===== src/rtl/adder_arb_pkg.sv =====
// adder_arb_pkg: shared types and helpers for the adder_arbiter slice.
//   arb_state_e : response register occupancy (EMPTY / FULL)
//   MAX_REQ     : largest supported requester count
//   idx_next()  : wrapping increment used for the round-robin pointer
package adder_arb_pkg;

  typedef enum logic {
    EMPTY = 1'b0,
    FULL  = 1'b1
  } arb_state_e;

  localparam int MAX_REQ = 8;

  // (ptr + 1) mod n, written as a compare so no divider is inferred.
  function automatic int unsigned idx_next(input int unsigned ptr, input int unsigned n);
    return (ptr + 1 >= n) ? 0 : ptr + 1;
  endfunction

endpackage


===== src/rtl/adder32.sv =====
// adder32: 32-bit ripple/inferred adder with carry-in and carry-out.
//   a_i, b_i : operands
//   cin_i    : carry-in
//   sum_o    : a + b + cin modulo 2^32
//   cout_o   : 33rd bit of the sum
module adder32 (
  input  logic [31:0] a_i,
  input  logic [31:0] b_i,
  input  logic        cin_i,
  output logic [31:0] sum_o,
  output logic        cout_o
);

  assign {cout_o, sum_o} = {1'b0, a_i} + {1'b0, b_i} + {32'd0, cin_i};

endmodule


===== src/rtl/adder_arbiter_rr_pick.sv =====
// rr_pick: purely combinational round-robin search.
//   req_i         : request vector, one bit per requester
//   ptr_i         : index where the search starts (highest priority)
//   grant_valid_o : at least one request is set
//   grant_idx_o   : first set request at or after ptr_i, wrapping at N_REQ-1
module rr_pick #(
  parameter  int N_REQ = 4,
  localparam int ID_W  = $clog2(N_REQ)
) (
  input  logic [N_REQ-1:0] req_i,
  input  logic [ID_W-1:0]  ptr_i,
  output logic             grant_valid_o,
  output logic [ID_W-1:0]  grant_idx_o
);

  logic [ID_W-1:0] k;

  always_comb begin
    grant_valid_o = 1'b0;
    grant_idx_o   = '0;
    k             = '0;
    // Walk offsets 0..N_REQ-1 from ptr; the first hit wins.
    for (int i = 0; i < N_REQ; i++) begin
      k = ID_W'((int'(ptr_i) + i) % N_REQ);
      if (!grant_valid_o && req_i[k]) begin
        grant_valid_o = 1'b1;
        grant_idx_o   = k;
      end
    end
  end

endmodule


===== src/rtl/adder_arbiter.sv =====
// adder_arbiter: shares one adder32 among N_REQ requesters, round-robin,
// with a single registered response slot tagged by requester ID.
//   CLK100, resetn          : clock, asynchronous active-low reset
//   req_valid_i/req_ready_o : per-requester handshake (ready is one-hot or 0)
//   req_a_i/req_b_i         : packed operands, requester k at [32k+31:32k]
//   req_carry_i             : per-requester carry-in
//   resp_valid_o/ready_i    : response handshake
//   resp_id_o/sum_o/carry_o : registered result and its origin
// Optional: define ADDER_ARB_OVF_EN to add resp_ovf_o (signed overflow,
// registered alongside the sum).
module adder_arbiter
  import adder_arb_pkg::*;
#(
  parameter  int N_REQ = 4,
  localparam int ID_W  = $clog2(N_REQ)
) (
  input  logic               CLK100,
  input  logic               resetn,
  input  logic [N_REQ-1:0]   req_valid_i,
  output logic [N_REQ-1:0]   req_ready_o,
  input  logic [N_REQ*32-1:0] req_a_i,
  input  logic [N_REQ*32-1:0] req_b_i,
  input  logic [N_REQ-1:0]   req_carry_i,
  output logic               resp_valid_o,
  input  logic               resp_ready_i,
  output logic [ID_W-1:0]    resp_id_o,
  output logic [31:0]        resp_sum_o,
`ifdef ADDER_ARB_OVF_EN
  output logic               resp_ovf_o,
`endif
  output logic               resp_carry_o
);

  if (N_REQ < 2 || N_REQ > MAX_REQ) begin : g_bad_n_req
    $error("adder_arbiter: N_REQ out of range");
  end

  arb_state_e      state_q, state_d;
  logic [ID_W-1:0] ptr_q, ptr_d;
  logic [ID_W-1:0] id_q, id_d;
  logic [31:0]     sum_q, sum_d;
  logic            carry_q, carry_d;

  logic            grant_valid;
  logic [ID_W-1:0] grant_idx;
  logic            slot_free;
  logic            accept;

  logic [31:0]     a_arr [N_REQ];
  logic [31:0]     b_arr [N_REQ];
  logic [31:0]     a_sel, b_sel, add_sum;
  logic            cin_sel, add_cout;

  for (genvar gi = 0; gi < N_REQ; gi++) begin : g_unpack
    assign a_arr[gi] = req_a_i[32*gi +: 32];
    assign b_arr[gi] = req_b_i[32*gi +: 32];
  end

  rr_pick #(.N_REQ(N_REQ)) u_pick (
    .req_i         (req_valid_i),
    .ptr_i         (ptr_q),
    .grant_valid_o (grant_valid),
    .grant_idx_o   (grant_idx)
  );

  // Operand mux: the adder always sees the current grant's operands; the
  // result is only captured when that grant completes its handshake.
  assign a_sel   = a_arr[grant_idx];
  assign b_sel   = b_arr[grant_idx];
  assign cin_sel = req_carry_i[grant_idx];

  adder32 u_add (
    .a_i    (a_sel),
    .b_i    (b_sel),
    .cin_i  (cin_sel),
    .sum_o  (add_sum),
    .cout_o (add_cout)
  );

  // resp_ready_i feeds straight through to req_ready_o so a drain and a new
  // accept can share one cycle. resetn gates ready while reset is held.
  assign slot_free = (state_q == EMPTY) || resp_ready_i;
  assign accept    = resetn && slot_free && grant_valid;

  always_comb begin
    req_ready_o = '0;
    if (accept) req_ready_o[grant_idx] = 1'b1;
  end

  always_comb begin
    state_d = state_q;
    ptr_d   = ptr_q;
    id_d    = id_q;
    sum_d   = sum_q;
    carry_d = carry_q;
    if (accept) begin
      state_d = FULL;
      ptr_d   = ID_W'(idx_next(32'(grant_idx), N_REQ));
      id_d    = grant_idx;
      sum_d   = add_sum;
      carry_d = add_cout;
    end else if (state_q == FULL && resp_ready_i) begin
      state_d = EMPTY;
    end
  end

  always_ff @(posedge CLK100 or negedge resetn) begin
    if (!resetn) begin
      state_q <= EMPTY;
      ptr_q   <= '0;
      id_q    <= '0;
      sum_q   <= '0;
      carry_q <= 1'b0;
    end else begin
      state_q <= state_d;
      ptr_q   <= ptr_d;
      id_q    <= id_d;
      sum_q   <= sum_d;
      carry_q <= carry_d;
    end
  end

  assign resp_valid_o = (state_q == FULL);
  assign resp_id_o    = id_q;
  assign resp_sum_o   = sum_q;
  assign resp_carry_o = carry_q;

`ifdef ADDER_ARB_OVF_EN
  logic ovf_q, ovf_d;

  always_comb begin
    ovf_d = ovf_q;
    if (accept) ovf_d = (a_sel[31] == b_sel[31]) && (add_sum[31] != a_sel[31]);
  end

  always_ff @(posedge CLK100 or negedge resetn) begin
    if (!resetn) ovf_q <= 1'b0;
    else         ovf_q <= ovf_d;
  end

  assign resp_ovf_o = ovf_q;
`endif

endmodule


===== config.mk =====
export PLATFORM = sky130hd
export DESIGN_NAME = adder_arbiter
export DESIGN_NICKNAME = d
export VERILOG_FILES = /design/src/rtl/adder_arb_pkg.sv /design/src/rtl/adder32.sv /design/src/rtl/adder_arbiter_rr_pick.sv /design/src/rtl/adder_arbiter.sv
export SDC_FILE = /design/constraint.sdc
export NUM_CORES = 1
export LEC_CHECK = 0
export CAP_MARGIN = 25
export CORE_AREA = 2 2 121 123
export CTS_CLUSTER_SIZE = 16
export DETAILED_ROUTE_END_ITERATION = 10
export DIE_AREA = 0 0 123 125
export PLACE_DENSITY = 0.77
export SLEW_MARGIN = 10
export SYNTH_ARGS = -nofsm -noshare
export SYNTH_HDL_FRONTEND = slang
export SYNTH_HIERARCHICAL = 1
export SYNTH_SLANG_ARGS = --single-unit
export TNS_END_PERCENT = 1

===== constraint.sdc =====
create_clock -name CLK100 -period 5.5 [get_ports CLK100]
set_input_delay 0.825 -clock CLK100 [delete_from_list [all_inputs] [get_ports CLK100]]
set_output_delay 0.825 -clock CLK100 [all_outputs]
set_load 0.05 [all_outputs]

==> results of run 1 <==
-- repair_timing --
item,4_1_cts,5_1_grt
setup endpoints to repair,0,5
hold buffers,0,0
gates resized for setup,0,1
-- report_power, final --
part | switching [mW] | internal [mW]
Combinational | 2.39 | 2.08
Sequential | 0.0845 | 0.434
Clock | 0.122 | 0.180
Total | 2.59 | 2.69
-- stage by stage --
stage          std cells  setup WS (ns)
2_1_floorplan        431          0.414
3_3_place_gp         926         0.0439
3_5_place_dp         926        -0.0626
4_1_cts              934          0.225
5_1_grt              934         0.0724
6_report             934          0.270
-- how the worst min path moves through the flow --
| stage | cells after the start | to | slack (ns) |
|---|---|---|---|
| after global routing | 1 | resp_sum_o[31] | 0.52 |
| final | 1 | resp_sum_o[31] | 0.49 |
| after detailed placement | 1 | resp_sum_o[31] | 0.47 |
| after floorplan | 0 | ptr_q[0] | 0.53 |
| after CTS | 1 | resp_sum_o[31] | 0.49 |
| after global placement | 1 | resp_id_o[1] | 0.47 |
-- cell families (layout without fill, tap and decap cells) --
family                   count (synthesis)  in the layout  synth area share
AO/OA/AOI/OAI                          111            111             0.147
XOR/XNOR                                30             30            0.0536
adder cells (fa/ha/maj)                 37             37            0.0974
buffers and inverters                   44            363            0.0513
flip-flops                              38             38             0.194
multiplexers                           103            103             0.385
AND/OR/NAND/NOR                         68             68            0.0714
-- worst max-delay path, stage by stage --
cell	delay (ns)
clkdlybuf4s50_1	0.50
inv_1	0.07
a221o_1	0.40
a21oi_4	0.24
buf_4	0.19
buf_4	0.19
mux4_2	0.53
ha_1	0.39
o211ai_1	0.11
o21bai_1	0.37
nand3_2	0.13
o311a_1	0.34
or4_1	0.54
a31oi_1	0.22
xor2_1	0.08
mux2_2	0.26
-- per-layer routing --
metal,part of all wire,wire (um)
met1,0.37,7120
met2,0.52,10100
met3,0.080,1540
met4,0.027,522
met5,0,0
-- layout make-up --
| cell class | count | area [um2] | area share |
|---|---|---|---|
| clock inverter | 2 | 12.5 | 0.00147 |
| multi-input combinational | 349 | 3740 | 0.441 |
| inverter | 17 | 63.8 | 0.00752 |
| tap | 184 | 230 | 0.0271 |
| timing repair buffer | 338 | 3350 | 0.395 |
| sequential | 38 | 951 | 0.112 |
| clock buffer | 6 | 139 | 0.0164 |
-- synth_stat cells, types with 7 or more instances --
library cell  count  area (um2)
a21o_1           18         135
a21oi_1          38         190
buf_2            10        50.1
dfrtp_1          38         951
ha_1             35         438
inv_1            15        56.3
mux2_2           35         394
mux4_2           65        1460
nand2_1          17        63.8
nand3_1           7        35.0
nor2_1           18        67.6
o21ai_0           9        45.0
xnor2_1          15         131
xor2_1           15         131
-- flip-flops by register name, summed over array words and instances (netlist names) --
name and cells:
resp_id_o 2, ptr_q 2, resp_valid_o 1, resp_carry_o 1, resp_sum_o 32
==> results.tsv, run 1 <==
stage	metric	value	unit
outcome	status	completed	
placed_design	DP Area	8330	um2
final_layout	antenna cells	0	
placed_design	placer congestion estimate	0.910	
global_routing	GR Util met2	0.469	
yosys	Synth Instances	431	
yosys	Synth Net Count	735	
global_routing	GR peak layer	met2	
final_layout	most frequent cells in the layout	clkdlybuf4s50_1, mux4_2, dfrtp_1	
die	Core Area	14200	um2
global_routing	initial antenna violation count	0	
clock_network	CTS tree	done	
placed_design	port bufs	306	
yosys	sequential area share after synthesis	0.194	
sta	fmax	191	MHz
yosys	register bit total from synthesis	38	
worst_setup_path	Critical Path Source	req_valid_i[1]	
power	Overall Power	5.29	mW
yosys	predominant post-synthesis flop cell	dfrtp_1	
final_layout	Final Instance Area	8480	um2
sta	Max-slew headroom	0.489	
yosys	synthesized cell area	4910	um2
worst_setup_path	CP Capture Point	resp_sum_o[29]	
global_routing	grt ovf	0	
die	IO Count	307	
placed_design	DP Wirelength	16400	um
worst_setup_path	worst reg2reg endpoint	resp_sum_o[29]	
detailed_routing	Final ANT Viol Nets	0	
final_layout	post-route core utilization	0.597	
sta	final count of negative-setup-slack endpoints	0	
global_routing	largest net degree at the start of global routing	39	
detailed_routing	TritonRoute pass-1 iters	5	
detailed_routing	wire per inst	20.6	um
clock_network	Max Buffers Root-to-Sink	2	
clock_network	root buffer cell	clkbuf_16	
hold_path	Worst Min Path Start	resp_sum_o[31]	
clock_network	Inserted Clock Buffers	5	
sta	Max Transition Viols Final	0	
die	Die Wd	123	um
power	worst IR drop on VDD	0.000257	V
global_routing	met3 Use GR	0.0429	
sta	RSZ-0062 raised after global routing	no	
sta	Worst-Margin Slew	0.765	ns
sta	final hold slack	0.487	ns
clock_network	# Post-CTS Setup Buffers	0	
detailed_routing	vias per cell	5.50	
final_layout	share of cells above drive strength 1	0.201	
worst_setup_path	reg2reg start	ptr_q[0]	
die	starting density of the core	0.345	
worst_setup_path	Worst R2R Path Depth	15	
detailed_routing	DR vias	5136	
final_layout	post-synthesis to final-layout area growth	72.9	%
sta	Final Hold Fails	0	
final_layout	leading cell type in the layout, fill and taps excluded	clkdlybuf4s50_1	
global_routing	Tot GR Track Use	0.250	
worst_setup_path	Worst setup EP type	flip-flop	
clock_network	number of H-tree levels	2	
yosys	Yosys cell types	58	
detailed_routing	drt drc	0	
sta	post-route clock period utilization	0.951	
die	die area	15400	um2
die	die height	125	um
clock_network	clock latency at the later pin of the worst-skew pair	0.28	ns
sta	Setup Skew	0.00483	ns
job	max_cap viols	0	
global_routing	number of global-route vias before repair	5668	
global_routing	met1 GRT Util	0.284	
yosys	number of synthesized flops with an enable pin	0	
clock_network	CTS sink count	38	
power	P per Cell Area	623	nW/um2
yosys	Mean Syn Cell Area	11.4	um2
worst_setup_path	r2r setup slk	0.96	ns
global_routing	first-pass GRT wire length	29700	um
worst_setup_path	Req. time, crit path	5.67	ns
yosys	Ys Warns	6	
sta	min Tclk post-route	5.23	ns
hold_path	Hold Crit Class	reg -> reg	
detailed_routing	initial DRC count	326	
detailed_routing	wirelength, routed	19300	um
worst_setup_path	CP startpoint kind	input port	
clock_network	CTS clk-pin slew, worst paths	0.06	ns
sta	final setup TNS	0	ns
worst_setup_path	crit path DAT	5.40	ns
yosys	ys async rst share	1.00	
final_layout	fillers	1139	
power	P_leak	3.34	nW
worst_setup_path	Crit Path Class	in -> reg	
die	Row Count	44	
worst_setup_path	Max FO, Critical Path	6	
final_layout	nets@finish	1053	
Power figures use the tool's default switching activity.
==> inputs of run 2 (changes only) <==
--- a/config.mk
+++ b/config.mk
@@ -10,6 +10,7 @@
 export CTS_CLUSTER_SIZE = 16
 export DETAILED_ROUTE_END_ITERATION = 10
 export DIE_AREA = 0 0 123 125
+export HOLD_SLACK_MARGIN = 0.08
 export PLACE_DENSITY = 0.77
 export SLEW_MARGIN = 10
 export SYNTH_ARGS = -nofsm -noshare
==> results of run 2 <==
The final DEF is identical to that of run 1; final timing and power are the same.
==> inputs of run 3 (changes only) <==
--- a/config.mk
+++ b/config.mk
@@ -17,4 +17,4 @@
 export SYNTH_HDL_FRONTEND = slang
 export SYNTH_HIERARCHICAL = 1
 export SYNTH_SLANG_ARGS = --single-unit
-export TNS_END_PERCENT = 1
+export TNS_END_PERCENT = 100
==> results of run 3 <==
The final DEF is identical to that of run 1; final timing and power are the same.
